## src/rtl/poly_synth_pkg.sv

```systemverilog
// Shared constants, mix FSM encoding, increment table and triangle conversion for the synth.
// Latency: pure functions and constants; no state.
// Backpressure: none; everything here is combinational.
package poly_synth_pkg;

    localparam int KEYS    = 24;              // key 0 = C4, two octaves
    localparam int VOICES  = 4;               // power of two, 2..16
    localparam int AMP_W   = 9;               // pwm input width
    localparam int PHASE_W = 24;              // increment table assumes 48 kHz ticks
`ifdef ENVELOPE_EN
    localparam int ENV_STEP = 4;              // gain change per processed sample
`endif

    localparam int KW    = $clog2(KEYS);
    localparam int VW    = $clog2(VOICES);
    localparam int ACC_W = AMP_W + VW;        // holds VOICES full-scale samples

    localparam logic [AMP_W-1:0] AMP_HALF = AMP_W'(1 << (AMP_W - 1));

    typedef enum logic [1:0] {
        MIX_IDLE = 2'd0,
        MIX_ACC  = 2'd1,
        MIX_OUT  = 2'd2
    } mix_state_e;

    // Lowest-octave increments, round(440 * 2^((s-9)/12) * 2^24 / 48000).
    function automatic logic [PHASE_W-1:0] base_inc(input int unsigned semi);
        case (semi)
            0:       return 24'd91445;
            1:       return 24'd96882;
            2:       return 24'd102643;
            3:       return 24'd108747;
            4:       return 24'd115213;
            5:       return 24'd122064;
            6:       return 24'd129322;
            7:       return 24'd137012;
            8:       return 24'd145160;
            9:       return 24'd153791;
            10:      return 24'd162936;
            default: return 24'd172625;
        endcase
    endfunction

    // Higher octaves double the base increment once per octave.
    function automatic logic [PHASE_W-1:0] note_inc(input logic [KW-1:0] k);
        int unsigned kk;
        kk = 32'(k);
        return base_inc(kk % 12) << (kk / 12);
    endfunction

    // Rising half for MSB = 0, falling half for MSB = 1; result is signed AMP_W bits.
    function automatic logic signed [AMP_W-1:0] tri_sample(input logic [PHASE_W-1:0] ph);
        logic [AMP_W-1:0] u;
        u = ph[PHASE_W-2 -: AMP_W];
        if (ph[PHASE_W-1])
            return $signed(AMP_HALF - 1'b1 - u);
        else
            return $signed(u - AMP_HALF);
    endfunction

endpackage

```

## src/rtl/poly_voice_alloc.sv

```systemverilog
// Key scanner: one key per cycle, allocates free voices (or steals round-robin), frees on release.
// Latency: a key change is acted on within KEYS cycles; allocation strobe is combinational.
// Backpressure: none; the scanner never stalls and allocation always succeeds.
module poly_voice_alloc import poly_synth_pkg::*; (
    input  logic                 clk,
    input  logic                 rst_n,
    input  logic [KEYS-1:0]      keys_i,
`ifdef ENVELOPE_EN
    input  logic [VOICES-1:0]    free_i,
    output logic [VOICES-1:0]    rel_o,
`endif
    output logic                 alloc_vld_o,
    output logic [VW-1:0]        alloc_voice_o,
    output logic [VOICES-1:0]    busy_o,
    output logic [VOICES*KW-1:0] note_o,
    output logic                 steal_pulse_o
);

    logic [KW-1:0]     scan_q, scan_d;
    logic [KEYS-1:0]   seen_q, seen_d;
    logic [VOICES-1:0] busy_q, busy_d;
    logic [KW-1:0]     note_q [VOICES];
    logic [KW-1:0]     note_d [VOICES];
    logic [VW-1:0]     steal_ptr_q, steal_ptr_d;
    logic              steal_q, steal_d;
    logic              press, key_rel, any_free;
    logic [VW-1:0]     free_idx, tgt;
`ifdef ENVELOPE_EN
    logic [VOICES-1:0] rel_q, rel_d;
`endif

    // Scan step: detect press/release of the current key and update voice ownership.
    always_comb begin
        press    = keys_i[scan_q] & ~seen_q[scan_q];
        key_rel  = ~keys_i[scan_q] & seen_q[scan_q];
        any_free = ~&busy_q;
        free_idx = '0;
        for (int v = VOICES - 1; v >= 0; v--) begin
            if (!busy_q[v]) free_idx = VW'(v);
        end
        tgt = any_free ? free_idx : steal_ptr_q;

        scan_d      = (scan_q == KW'(KEYS - 1)) ? '0 : scan_q + 1'b1;
        seen_d      = seen_q;
        busy_d      = busy_q;
        note_d      = note_q;
        steal_ptr_d = steal_ptr_q;
        steal_d     = 1'b0;
`ifdef ENVELOPE_EN
        busy_d = busy_q & ~free_i;
        rel_d  = rel_q & ~free_i;
`endif
        if (key_rel) begin
            seen_d[scan_q] = 1'b0;
            for (int v = 0; v < VOICES; v++) begin
                if (busy_q[v] && note_q[v] == scan_q) begin
`ifdef ENVELOPE_EN
                    rel_d[v] = 1'b1;
`else
                    busy_d[v] = 1'b0;
`endif
                end
            end
        end
        // A stolen voice's old key stays seen, so it is not re-allocated until re-pressed.
        if (press) begin
            seen_d[scan_q] = 1'b1;
            busy_d[tgt]    = 1'b1;
            note_d[tgt]    = scan_q;
`ifdef ENVELOPE_EN
            rel_d[tgt] = 1'b0;
`endif
            if (!any_free) begin
                steal_d     = 1'b1;
                steal_ptr_d = steal_ptr_q + 1'b1;
            end
        end
    end

    // Scanner and voice-table registers.
    always_ff @(posedge clk or negedge rst_n) begin
        if (!rst_n) begin
            scan_q      <= '0;
            seen_q      <= '0;
            busy_q      <= '0;
            steal_ptr_q <= '0;
            steal_q     <= 1'b0;
            for (int v = 0; v < VOICES; v++) note_q[v] <= '0;
`ifdef ENVELOPE_EN
            rel_q <= '0;
`endif
        end else begin
            scan_q      <= scan_d;
            seen_q      <= seen_d;
            busy_q      <= busy_d;
            steal_ptr_q <= steal_ptr_d;
            steal_q     <= steal_d;
            note_q      <= note_d;
`ifdef ENVELOPE_EN
            rel_q <= rel_d;
`endif
        end
    end

    // Flatten the note table for the mixer.
    always_comb begin
        for (int v = 0; v < VOICES; v++) note_o[v*KW +: KW] = note_q[v];
    end

    assign alloc_vld_o   = press;
    assign alloc_voice_o = tgt;
    assign busy_o        = busy_q;
    assign steal_pulse_o = steal_q;
`ifdef ENVELOPE_EN
    assign rel_o = rel_q;
`endif

endmodule

```

## src/rtl/poly_synth_engine.sv

```systemverilog
// Polyphonic triangle synth: voice allocator plus per-voice phase accumulators mixed per sample tick.
// Latency: sample_tick to amp_valid is VOICES+1 cycles; ticks during a mix are dropped.
// Backpressure: none; amp_valid is a one-cycle strobe. Optional envelope: define ENVELOPE_EN.
module poly_synth_engine import poly_synth_pkg::*; (
    input  logic              mclk,
    input  logic              reset_n,
    input  logic [KEYS-1:0]   keys,
    input  logic              sample_tick,
    output logic [AMP_W-1:0]  amplitude,
    output logic              amp_valid,
    output logic [VOICES-1:0] voices_busy,
    output logic              steal_pulse
);

    logic [VOICES-1:0]       busy;
    logic [VOICES*KW-1:0]    note_flat;
    logic [KW-1:0]           note [VOICES];
    logic                    alloc_vld;
    logic [VW-1:0]           alloc_voice;

    mix_state_e              state_q, state_d;
    logic [VW-1:0]           vidx_q, vidx_d;
    logic signed [ACC_W-1:0] acc_q, acc_d, acc_shr;
    logic [AMP_W-1:0]        amp_q, amp_d;
    logic [PHASE_W-1:0]      phase_q [VOICES];
    logic [PHASE_W-1:0]      phase_d [VOICES];
    logic signed [AMP_W-1:0] sample;
`ifdef ENVELOPE_EN
    logic [VOICES-1:0]       rel, env_free;
    logic [7:0]              gain_q [VOICES];
    logic [7:0]              gain_d [VOICES];
    logic signed [2*AMP_W-1:0] prod;
`endif

    poly_voice_alloc u_alloc (
        .clk           (mclk),
        .rst_n         (reset_n),
        .keys_i        (keys),
`ifdef ENVELOPE_EN
        .free_i        (env_free),
        .rel_o         (rel),
`endif
        .alloc_vld_o   (alloc_vld),
        .alloc_voice_o (alloc_voice),
        .busy_o        (busy),
        .note_o        (note_flat),
        .steal_pulse_o (steal_pulse)
    );

    // Unpack the note table.
    always_comb begin
        for (int v = 0; v < VOICES; v++) note[v] = note_flat[v*KW +: KW];
    end

    // Mixer: one voice per ACC cycle; each voice contributes its pre-advance phase.
    always_comb begin
        state_d = state_q;
        vidx_d  = vidx_q;
        acc_d   = acc_q;
        amp_d   = amp_q;
        phase_d = phase_q;
        sample  = '0;
        acc_shr = '0;
`ifdef ENVELOPE_EN
        gain_d   = gain_q;
        env_free = '0;
        prod     = '0;
`endif
        case (state_q)
            MIX_IDLE: begin
                if (sample_tick) begin
                    state_d = MIX_ACC;
                    acc_d   = '0;
                    vidx_d  = '0;
                end
            end
            MIX_ACC: begin
                if (busy[vidx_q]) begin
                    sample = tri_sample(phase_q[vidx_q]);
`ifdef ENVELOPE_EN
                    prod   = sample * $signed({1'b0, gain_q[vidx_q]});
                    sample = prod[8 +: AMP_W];
                    if (rel[vidx_q]) begin
                        if (gain_q[vidx_q] <= 8'(ENV_STEP)) begin
                            gain_d[vidx_q]   = '0;
                            env_free[vidx_q] = 1'b1;
                        end else begin
                            gain_d[vidx_q] = gain_q[vidx_q] - 8'(ENV_STEP);
                        end
                    end else if (gain_q[vidx_q] > 8'(255 - ENV_STEP)) begin
                        gain_d[vidx_q] = 8'd255;
                    end else begin
                        gain_d[vidx_q] = gain_q[vidx_q] + 8'(ENV_STEP);
                    end
`endif
                    phase_d[vidx_q] = phase_q[vidx_q] + note_inc(note[vidx_q]);
                    acc_d = acc_q + {{VW{sample[AMP_W-1]}}, sample};
                end
                vidx_d = vidx_q + 1'b1;
                // Register the output on the last voice so it is stable during OUT.
                if (vidx_q == VW'(VOICES - 1)) begin
                    state_d = MIX_OUT;
                    acc_shr = acc_d >>> VW;
                    amp_d   = acc_shr[AMP_W-1:0] + AMP_HALF;
                end
            end
            MIX_OUT: state_d = MIX_IDLE;
            default: state_d = MIX_IDLE;
        endcase
        // A fresh allocation wins over the mixer's advance of the same voice.
        if (alloc_vld) begin
            phase_d[alloc_voice] = '0;
`ifdef ENVELOPE_EN
            gain_d[alloc_voice] = '0;
`endif
        end
    end

    // Mixer and phase RAM registers.
    always_ff @(posedge mclk or negedge reset_n) begin
        if (!reset_n) begin
            state_q <= MIX_IDLE;
            vidx_q  <= '0;
            acc_q   <= '0;
            amp_q   <= AMP_HALF;
            for (int v = 0; v < VOICES; v++) phase_q[v] <= '0;
`ifdef ENVELOPE_EN
            for (int v = 0; v < VOICES; v++) gain_q[v] <= '0;
`endif
        end else begin
            state_q <= state_d;
            vidx_q  <= vidx_d;
            acc_q   <= acc_d;
            amp_q   <= amp_d;
            phase_q <= phase_d;
`ifdef ENVELOPE_EN
            gain_q <= gain_d;
`endif
        end
    end

    assign amplitude   = amp_q;
    assign amp_valid   = (state_q == MIX_OUT);
    assign voices_busy = busy;

endmodule

```

## config.mk

```make
export PLATFORM = sky130hd
export DESIGN_NAME = poly_synth_engine
export DESIGN_NICKNAME = d
export VERILOG_FILES = /design/src/rtl/poly_synth_pkg.sv /design/src/rtl/poly_voice_alloc.sv /design/src/rtl/poly_synth_engine.sv
export SDC_FILE = /design/constraint.sdc
export NUM_CORES = 1
export LEC_CHECK = 0
export ABC_AREA = 0
export CORE_UTILIZATION = 30
export DETAILED_ROUTE_END_ITERATION = 8
export SYNTH_ARGS = -nofsm -noshare
export SYNTH_HDL_FRONTEND = slang
export SYNTH_SLANG_ARGS = --single-unit
```

## constraint.sdc

```tcl
create_clock -name mclk -period 7.7 [get_ports mclk]
set_clock_uncertainty 0.05 [all_clocks]
set_input_delay 1.155 -clock mclk [delete_from_list [all_inputs] [get_ports mclk]]
set_output_delay 1.155 -clock mclk [all_outputs]
set_load 0.01 [all_outputs]
```

; Word level (Yosys, flattened, before mapping)
; Memory sizes are Yosys's and may differ from the RTL's.
; Index checks and enable logic that the tools add are counted.
; Widths: inputs -> output; s select.
[word_totals]
inputBits = 27
word_cells = 137
output_inout_bits = 15
n_memories = 1
reg_bits = 176
rom_bits = 288
[mem_list]
columns = name, depth, word_bits, read_ports, rd_clocked_by_memory_dff, write_ports, line
row1 = (no name shown), 16, 18, 1, 0, 0, poly_synth_pkg.sv:28  ; case (semi)
[classes]
n_reduce_logical = 17
shifts = 1
addsub = 8
order_cmp = 9
n_div = 2
eq_ne = 11
n_mux = 58
bitwise_logic = 12
[ops]
columns = cell, n
row1 = $mux 96, 3
row2 = $mux 24, 9
row3 = $and 96x96->96, 1
row4 = $bwmux 96, 1
row5 = $demux 24 s2, 2
row6 = $not 96->96, 1
row7 = $bmux 24 s2, 1
row8 = $mux 11, 3
row9 = $div 5x4->32 const B, 1
row10 = $mod 5x4->32 const B, 1
row11 = $shl 24x32->24, 1
row12 = $logic_not 28->1, 1
row13 = $mux 9, 3
row14 = $add 24x24->24, 1
row15 = $and 24x24->24, 1
row16 = $not 24->24, 1
row17 = $or 24x24->24, 1
row18 = $pmux 11 s2, 1
row19 = $bwmux 20, 1
row20 = $eq 5x5->1, 4
row21 = $mux 5, 4
row22 = $mux 2, 8
row23 = $add 11x11->11, 1
row24 = $mux 1, 11
row25 = other kinds (34), 56

; Logic depth before layout (Yosys ltp)
; Gate-level depths: netlist (run 1).
[depth]
depth_word = 16
ltp_mapped = 24
depth_no_buf = 21

; By module
; Synthesis (run 1) repeated with hierarchy kept, for this count alone.
[unflattened]
cells_unflattened = 1318
area_unflattened_um2 = 12027.8
[modules_own_cells]
columns = mod, area_each_um2, instances, cells_per_inst, seq_area_each_um2
row1 = poly_synth_engine, 8742.1, 1, 1003, 3004.1
row2 = poly_voice_alloc, 3285.7, 1, 315, 1401.3

; Worst setup path after synthesis (run 1)
; OpenSTA, ideal clock, no wires.
[synth_path]
kind = register -> register
start = register vidx_q[0]
end = register phase_q[85] in the netlist's numbering
slack_ps = 2177
stages_incl_launch_ff = 23
period_less_slack_ps = 5523
arrival_time_ps = 5353
required_ps = 7530
n_path_buf = 4
setup_ps = 120
cell_sequence = dfrtp_1 -> buf_2 -> mux4_2 -> buf_2 -> ha_1 -> or3b_2 -> o22a_1 -> a31oi_1 -> buf_2 -> o21ai_0 -> a31oi_1 -> o21ai_0 -> mux2i_1 -> ha_1 -> a211o_1 -> or3_1 -> nor3_1 -> or2_2 -> clkbuf_1 -> o21ai_0 -> a311o_1 -> nand2_1 -> a21oi_1
[synth_rtl]
columns = item, line
row1 = from (decl), poly_synth_engine.sv:22  ; logic [VW-1:0] vidx_q, vidx_d;
row2 = from (signal assigned), poly_synth_engine.sv:132  ; vidx_q <= vidx_d;
row3 = to (signal assigned), poly_synth_engine.sv:135  ; phase_q <= phase_d;
row4 = to (decl), poly_synth_engine.sv:25  ; logic [PHASE_W-1:0] phase_q [VOICES];

==> results.toml, run 1 <==
[run_status]
status = "finished clean"

[detailed_routing]
ant_nets = 0
vias_per_cell = 5.371
totalWireLength_um = 30080
drtPass1Iterations = 5
routedWlPerCell_um = 17.98
drt_iter0_markers = 783
route.detailed.drc = 0
routed-via-count = 8985

[synthesis]
synth_top_flop_cell = "dfrtp_1"
async_flop_share_pct = 100.0
synth_top_family_by_area = "compound AO/OA/AOI/OAI gates"
synth_xor_area_share_pct = 4.808
synth_top_area_share_pct = 38.77
syn_avg_cell_area_um2 = 9.491
synth_edf_count = 0
synthCells = 1190
netlist_area_um2 = 11290
synth.area.mux_share_pct = 13.27
seq_area_frac_synth_pct = 39.01
synth_compound_area_share_pct = 17.36
synth_warnings = 0
synth-simple-area-share_pct = 15.60
synth_top_cells_by_area = "dfrtp_1 (39%), mux4_2 (8.2%), nand2_1 (5.6%)"
ys_ff_latch = 176
syn_nets = 1265
synth_fa_ha_area_share_pct = 5.539
ys_types = 69
synth.largest_area_cell = "dfrtp_1"

[grt]
grt_max_degree = 83
grt_pass1_wl_um = 49400
grt_overflow = 0
first_global_vias = 8958
track_usage_pct = 16.30
grt_antenna_before_repair = 0

[critical_path]
r2r-start = "vidx_q[0]$_DFFE_PN0P_"
crit_type = "flop to flop"
reg2reg_slack_ps = 1350
cp-end-kind = "flop"
critPathLaunch = "vidx_q[0]$_DFFE_PN0P_"
cp_data_arrival_time_ps = 6570
crit_required_ps = 7920
r2r_end = "phase_q[94]$_DFF_PN0_"
crit_path_max_fanout = 17
reg2reg_depth = 20
critical_path.endpoint = "phase_q[94]$_DFF_PN0_"
cp-start-kind = "flop"

[cells_and_area]
fill_cells = 3715
multiInputGateArea_um2 = 6390
regArea_um2 = 4408
area_growth_syn_to_layout_pct = 11.27
drive_above_1_share_pct = 11.04
fin_nets = 1267
antennaDiodeCount = 0
final_util_pct = 34.16

[cts]
clock_sinks = 176
tritoncts = "done"
postCtsSetupRepairBufs = 0
root_buffer = "clkbuf_16"
htreeDepth = 4
clkTransAtPathRegs_ps = 70
ctsResizeCount = 0
cts_hold_buf = 0
clk_latency_ps = 450
cts_buffers = 17
clockBufferDepth = 2

[timing]
tns_ps = 0
fmax_ghz = 0.1575
setup_slack_ps = 1350
slew_headroom_pct = 24.65
tightest_slew_ps = 1130
finalCritPeriodShare_pct = 82.46
setup_viol_count_final = 0
finalHoldViolations = 0
finalMaxSlewViolations = 0
period_needed_ps = 6350
rsz0062_at_grt = "false"

[min_path]
hold_class = "flop to flop"

[flow_run]
maxCapViolations = 0

[floorplanning]
die_w_um = 196.0
die_area_um2 = 38430
start_util_pct = 30.70
rows = 70
coreArea_um2 = 36790
boundaryPins = 42
die_h_um = 196.0

[placed_design]
pre_cts_ws_ps = 1473
gp_congestion = 0.9501
dpl.hpwl_um = 20490
io_buffers = 41
[cell usage after synthesis, types with 8 or more instances]
cell type and number:
mux4_2 41, nand4_1 8, nand2b_1 16, xnor2_1 23
mux2_2 20, o21a_1 16, a21o_1 16, a211oi_1 20
mux2i_1 29, nand2_1 168, a21oi_1 108, buf_2 11
a22o_1 12, dfrtp_1 175, a31oi_1 10, inv_1 28
ha_1 46, xor2_1 39, nor2b_1 10, buf_6 9
and3_1 8, nor3_1 24, nand3_1 14, nor2_1 114
clkbuf_1 44, o21ai_0 72
[final cells by class]
class,instances,area share (%)
multi-input combinational,911,50.85
tap,468,4.659
clock buffer,18,3.415
inverter,28,0.8363
clock inverter,14,0.8761
timing repair buffer,58,4.291
sequential,176,35.08
[registers in the layout, summed over array words and instances (netlist names)]
| signal | flops |
|---|---|
| vidx_q | 2 |
| state_q | 2 |
| amplitude | 9 |
| u_alloc.steal_pulse_o | 1 |
| u_alloc.busy_o | 4 |
| u_alloc.seen_q | 24 |
| u_alloc.scan_q | 5 |
| u_alloc.note_o | 20 |
| u_alloc.steal_ptr_q | 2 |
| phase_q | 96 |
| acc_q | 11 |
[critical path, stage by stage (launching register included)]
cell,delay (ps)
dfrtp_2,650
mux4_2,690
ha_1,380
or3b_2,470
o22ai_1,260
nor3_1,130
or2_2,340
nand2_1,120
a311o_1,270
and3_1,230
ha_1,200
inv_1,60
fa_1,390
nand2b_1,180
a211oi_1,490
nor3_1,190
o21ai_0,320
nand2_1,90
o21ai_0,240
xnor2_1,270
a211oi_1,140
[logic make-up (layout without fill, tap and decap cells)]
family	count (synthesis)	count (layout)
multiplexers	94	94
adder cells (fa/ha/maj)	49	49
AO/OA/AOI/OAI	314	314
XOR/XNOR	62	62
flip-flops	176	176
buffers and inverters	103	118
AND/OR/NAND/NOR	392	392
[cells in the final DEF, fill, tap and decap left out, types with 12 or more instances in the layout]
| cell | count |
|---|---|
| a21o_1 | 16 |
| a21oi_1 | 108 |
| nand2b_1 | 16 |
| a211oi_1 | 20 |
| dfrtp_1 | 173 |
| o21ai_0 | 72 |
| a22o_1 | 12 |
| nand2_1 | 168 |
| inv_1 | 28 |
| nand3_1 | 14 |
| nor3_1 | 24 |
| ha_1 | 46 |
| clkbuf_16 | 17 |
| xnor2_1 | 23 |
| clkdlybuf4s50_1 | 40 |
| nor2_1 | 114 |
| buf_4 | 17 |
| mux2_2 | 20 |
| mux4_2 | 41 |
| o21a_1 | 16 |
| xor2_1 | 39 |
| mux2i_1 | 29 |
[worst min-delay path by stage]
| stage | start | endpoint | cells past startpoint |
|---|---|---|---|
| floorplan | u_alloc.steal_ptr_q[1]$_DFFE_PN0P_ | u_alloc.steal_ptr_q[1]$_DFFE_PN0P_ | 1 |
| global placement | u_alloc.steal_ptr_q[1]$_DFFE_PN0P_ | u_alloc.steal_ptr_q[1]$_DFFE_PN0P_ | 1 |
| detailed placement | u_alloc.steal_ptr_q[1]$_DFFE_PN0P_ | u_alloc.steal_ptr_q[1]$_DFFE_PN0P_ | 1 |
| CTS | amplitude[8]$_DFFE_PN1P_ | amplitude[8]$_DFFE_PN1P_ | 2 |
| global route | u_alloc.steal_ptr_q[1]$_DFFE_PN0P_ | u_alloc.steal_ptr_q[1]$_DFFE_PN0P_ | 1 |
| finish | amplitude[8]$_DFFE_PN1P_ | amplitude[8]$_DFFE_PN1P_ | 2 |
[layer usage]
layer,part of all wire [%],track usage (%),vias up
met5,0,0,-
met4,2.1,5.613,0
met3,4.9,2.269,41
met2,49,26.93,221
met1,44,21.85,4470
li1,-,-,4253
[through the flow]
step / hold slack (ps) / cells / cell area (µm²)
6_report: 425.2 / 1673 / 12570
5_1_grt: 444.3 / 1673 / 12570
4_1_cts: 430.6 / 1673 / 12570
3_5_place_dp: 417.0 / 1641 / 12030
3_3_place_gp: 417.1 / 1641 / 12030
2_1_floorplan: 392.3 / 1190 / 11290
Power of run 1 is not shown: default switching activity piles up to over one toggle a cycle in this logic, so the estimate is an artifact.
==> run 2: changes to the inputs <==
clock period = 5.7 ns   (was 7.7 ns; I/O delays follow)
==> run 2 against run 1 <==
Effect of this change:
- die area unchanged
- maximum frequency increased by 17%
- highest routed layer unchanged
- routed wire length rose by 1.7%
- hold slack worse by 20 ps
- sequential share of layout area decreased by 0.82 points
- clock-buffer cell count unchanged
- final cell count grew 0.84%
- register-to-register slack got worse by 1100 ps
- final area up 2.4%
- utilization is 0.81 points higher
==> results.toml, run 2 (same netlist as run 1, synthesis figures left out) <==
[run_status]
status = "finished clean"

[detailed_routing]
drtPass1Iterations = 5
vias_per_cell = 5.324
route.detailed.drc = 0
routedWlPerCell_um = 18.14
totalWireLength_um = 30600
routed-via-count = 8981
drt_iter0_markers = 634
ant_nets = 0

[cells_and_area]
fill_cells = 3718
fin_cells = 1687
antennaDiodeCount = 0
regMostFlops = "phase_q"
largest_register_ffs = 96
layout_common_cells = "dfrtp_1 (173), nand2_1 (168), nor2_1 (113)"
drive_above_1_share_pct = 14.11
fin_nets = 1281
area_growth_syn_to_layout_pct = 13.91
layout_commonest_cell = "dfrtp_1"

[critical_path]
reg2reg_slack_ps = 260
crit_type = "flop to flop"
reg2reg_depth = 20
crit_path_max_fanout = 6
cp-end-kind = "flop"
critPathLaunch = "vidx_q[0]$_DFFE_PN0P_"
critical_path.endpoint = "phase_q[60]$_DFF_PN0_"
r2r_end = "phase_q[60]$_DFF_PN0_"
cp_data_arrival_time_ps = 5750
crit_required_ps = 6010
r2r-start = "vidx_q[0]$_DFFE_PN0P_"
cp-start-kind = "flop"

[cts]
cts_hold_buf = 0
cts_buffers = 17
root_buffer = "clkbuf_16"
tritoncts = "done"
clk_latency_ps = 440
clkTransAtPathRegs_ps = 70
clock_sinks = 176
htreeDepth = 4
clockBufferDepth = 2

[timing]
setup_viol_count_final = 0
fmax_ghz = 0.1838
finalMaxSlewViolations = 0
rsz0062_at_grt = "true"
slew_headroom_pct = 27.77
finalCritPeriodShare_pct = 95.44
setup_slack_ps = 259.7
finalHoldViolations = 0
period_needed_ps = 5440
tightest_slew_ps = 1083

[grt]
grt_overflow = 0
track_usage_pct = 16.46
first_global_vias = 9091
grt_max_degree = 95
grt_antenna_before_repair = 0
grt_pass1_wl_um = 49990

[floorplanning]
die_w_um = 196.0
boundaryPins = 42
rows = 70
die_h_um = 196.0
coreArea_um2 = 36790
start_util_pct = 30.70
die_area_um2 = 38430

[flow_run]
maxCapViolations = 0

[placed_design]
dp_cells = 1652
gp_congestion = 0.9156
pre_cts_ws_ps = 90.82
io_buffers = 41
dpl.hpwl_um = 20550

[min_path]
hold_class = "input pin to async pin"
run 2: worst min-delay path by stage:
| stage | from | cells past startpoint | slack [ps] | to |
|---|---|---|---|---|
| 6_report | reset_n | 1 | 400 | u_alloc.seen_q[16]$_DFF_PN0_ |
| 5_1_grt | u_alloc.steal_ptr_q[1]$_DFFE_PN0P_ | 1 | 450 | u_alloc.steal_ptr_q[1]$_DFFE_PN0P_ |
| 4_1_cts | u_alloc.steal_ptr_q[1]$_DFFE_PN0P_ | 1 | 430 | u_alloc.steal_ptr_q[1]$_DFFE_PN0P_ |
| 3_5_place_dp | u_alloc.steal_ptr_q[1]$_DFFE_PN0P_ | 1 | 410 | u_alloc.steal_ptr_q[1]$_DFFE_PN0P_ |
| 3_3_place_gp | u_alloc.steal_ptr_q[1]$_DFFE_PN0P_ | 1 | 420 | u_alloc.steal_ptr_q[1]$_DFFE_PN0P_ |
| 2_1_floorplan | u_alloc.steal_ptr_q[1]$_DFFE_PN0P_ | 1 | 390 | u_alloc.steal_ptr_q[1]$_DFFE_PN0P_ |
run 2: critical path, cell delays in order, from the launching register on:
cell	delay, ps
dfrtp_2	420
mux4_2	540
ha_1	350
or3b_2	480
o22ai_2	210
nor3_1	120
or3_1	370
and3_1	230
nor3_1	260
a211oi_1	110
a21oi_1	220
ha_1	330
a21o_1	220
a31o_2	270
o21ai_0	210
a21boi_1	140
o41ai_2	260
xor2_1	110
buf_4	160
o21a_1	180
nor2_1	110
run 2: stage by stage:
stage	instance area (µm²)	util [%]	hold WS, ps	setup TNS [ps]
floorplan	11290	-	392.3	0
detailed placement	12120	32.96	412.5	0
global route	12870	34.98	446.1	-180.9
finish	12870	34.98	404.8	0
global placement	12120	32.96	415.3	0
CTS	12710	34.54	428.6	0
run 2: final cells by class:
class	count	area [µm²]	share of cell area (%)
multi-input cells	911	6526	50.72
flip-flops and latches	176	4408	34.26
repair buffers	72	656.9	5.106
well taps	468	585.6	4.551
clock buffers	18	439.2	3.413
clock inverters	14	145.1	1.128
inverters	28	105.1	0.8169
run 2: what timing repair did:
action / 4_1_cts / 5_1_grt
setup buffers: 0 / 3
gates resized for setup: 0 / 32
setup endpoints to repair: 0 / 60
run 2: per-layer routing:
| metal | GRT usage (%) | wire, µm |
|---|---|---|
| met5 | 0 | 0 |
| met4 | 4.196 | 420 |
| met3 | 1.753 | 1054 |
| met2 | 28.32 | 15160 |
| met1 | 22.03 | 13970 |
Power of run 2 is left out for the same reason.
==> run 3: changes to the inputs <==
CELL_PAD_IN_SITES_DETAIL_PLACEMENT = 0   (was unset)
CELL_PAD_IN_SITES_GLOBAL_PLACEMENT = 1   (was unset)
PLACE_DENSITY_LB_ADDON = 0.1   (was unset)
SKIP_CTS_REPAIR_TIMING = 1   (was unset)
SLEW_MARGIN = 25   (was unset)
==> run 3 against run 2 <==
Effect of this change:
- worst setup slack got worse by 46 ps
- non-clock buffer count increased by 33
- clock-buffer cell count unchanged
- largest cell class unchanged
==> results.toml, run 3 (same netlist as run 1, synthesis figures left out) <==
[floorplanning]
coreArea_um2 = 36790
start_util_pct = 30.70
die_area_um2 = 38430
rows = 70
die_w_um = 196.0
die_h_um = 196.0
boundaryPins = 42

[timing]
fmax_ghz = 0.1823
holdWs_ps = 367.2
setup_viol_count_final = 0
finalMaxSlewViolations = 0
period_needed_ps = 5486
tightest_slew_ps = 948.6
finalCritPeriodShare_pct = 96.25
slew_headroom_pct = 36.76
finalHoldViolations = 0

[grt]
grt_antenna_before_repair = 0
grt_pass1_wl_um = 54550
first_global_vias = 9117
grt_max_degree = 100
grt_overflow = 0
track_usage_pct = 18.71

[critical_path]
cp.depth = 24
crit_required_ps = 5940
critical_path_buf_inv_count = 5
cp_common_cell = "buf_4"
crit_path_max_fanout = 5
crit_type = "flop to flop"
crit_family = "compound AO/OA/AOI/OAI gates"
cpPeakStageDelay_ps = 570
cp-start-kind = "flop"
reg2reg_depth = 24
reg2reg_slack_ps = 210
path_cells = "mux4_2 > ha_4 > or3b_2 > o22ai_2 > buf_4 > o211a_4 > or2_2 > nand2_1 > a311o_1 > a21oi_2 > buf_4 > mux2i_1 > ha_1 > nor2_1 > a211oi_1 > buf_4 > nor3_1 > buf_4 > o21bai_1 > a21oi_1 > xor2_1 > buf_4 > o21a_1 > nor2_1"
cp_slowest_cell = "mux4_2"
cp-end-kind = "flop"
cp_data_arrival_time_ps = 5730

[cells_and_area]
fill_cells = 3717
largest_register_ffs = 96
regMostFlops = "phase_q"
layout_commonest_cell = "dfrtp_1"
layout_common_cells = "dfrtp_1 (173), nand2_1 (168), nor2_1 (112)"
fin_nets = 1314
antennaDiodeCount = 0
area_growth_syn_to_layout_pct = 16.48
drive_above_1_share_pct = 16.45
regArea_um2 = 4408
final_util_pct = 35.77
multiInputGateArea_um2 = 6526

[placed_design]
gp_congestion = 0.8100
dpl.hpwl_um = 23170
io_buffers = 41

[detailed_routing]
drtPass1Iterations = 5
ant_nets = 0
route.detailed.drc = 0
routedWlPerCell_um = 19.93
routed-via-count = 8969
totalWireLength_um = 34280
vias_per_cell = 5.215
drt_iter0_markers = 495

[cts]
clk_latency_ps = 450
htreeDepth = 4
root_buffer = "clkbuf_16"
tritoncts = "done"
clockBufferDepth = 2
cts_buffers = 17
clock_sinks = 176
clkTransAtPathRegs_ps = 70

[run_status]
status = "finished clean"

[flow_run]
maxCapViolations = 0

[min_path]
hold_class = "input pin to async pin"
==> run 3: cell count changes in the layout (fill, tap and decap cells not counted), sizes merged <==
| cell | change |
|---|---|
| buf | +32 |
| clkbuf | +1 |
| inv | -4 |
| clkinvlp | +2 |
| bufinv | +2 |
==> run 3: per-stage QoR <==
stage / TNS [ps] / setup slack [ps] / area (µm²) / cells
final: 0 / 213.6 / 13160 / 1720
after global routing: -246.8 / -49.15 / 13160 / 1720
after global placement: -387.2 / -58.22 / 12390 / 1687
after detailed placement: -915.8 / -100.3 / 12400 / 1688
after CTS: -1835 / -129.5 / 13020 / 1720
after floorplan: 0 / 176.7 / 11290 / 1190
==> run 3: per-layer routing <==
layer  global-route usage [%]  wire length, µm  vias to the layer above  part of all wire [%]
li1                         -                -                     4334                     -
met1                    26.69            17010                     4500                    50
met2                    29.87            16070                      118                    47
met3                    2.957              960                       17                   2.8
met4                    3.877              235                        0                  0.69
met5                        0                0                        -                     0
==> run 3: cell type report <==
type                       instances  area share (%)
clock buffer                      18           3.338
clock inverter                    14           1.350
sequential                       176           33.50
timing repair buffer             105           6.952
multi-input combinational        911           49.61
inverter                          28          0.7989
tap                              468           4.451
==> run 3: path summary, 6_finish.rpt <==
check                                                   startpoint                            endpoint
worst max-delay path                         vidx_q[0]$_DFFE_PN0P_               phase_q[66]$_DFF_PN0_
worst min-delay path                                       reset_n         u_alloc.seen_q[7]$_DFF_PN0_
worst max register to register               vidx_q[0]$_DFFE_PN0P_               phase_q[66]$_DFF_PN0_
worst min register to register  u_alloc.steal_ptr_q[1]$_DFFE_PN0P_  u_alloc.steal_ptr_q[1]$_DFFE_PN0P_
max in group asynchronous                                  reset_n               phase_q[80]$_DFF_PN0_
min in group mclk               u_alloc.steal_ptr_q[1]$_DFFE_PN0P_  u_alloc.steal_ptr_q[1]$_DFFE_PN0P_
Power of run 3 is left out for the same reason.
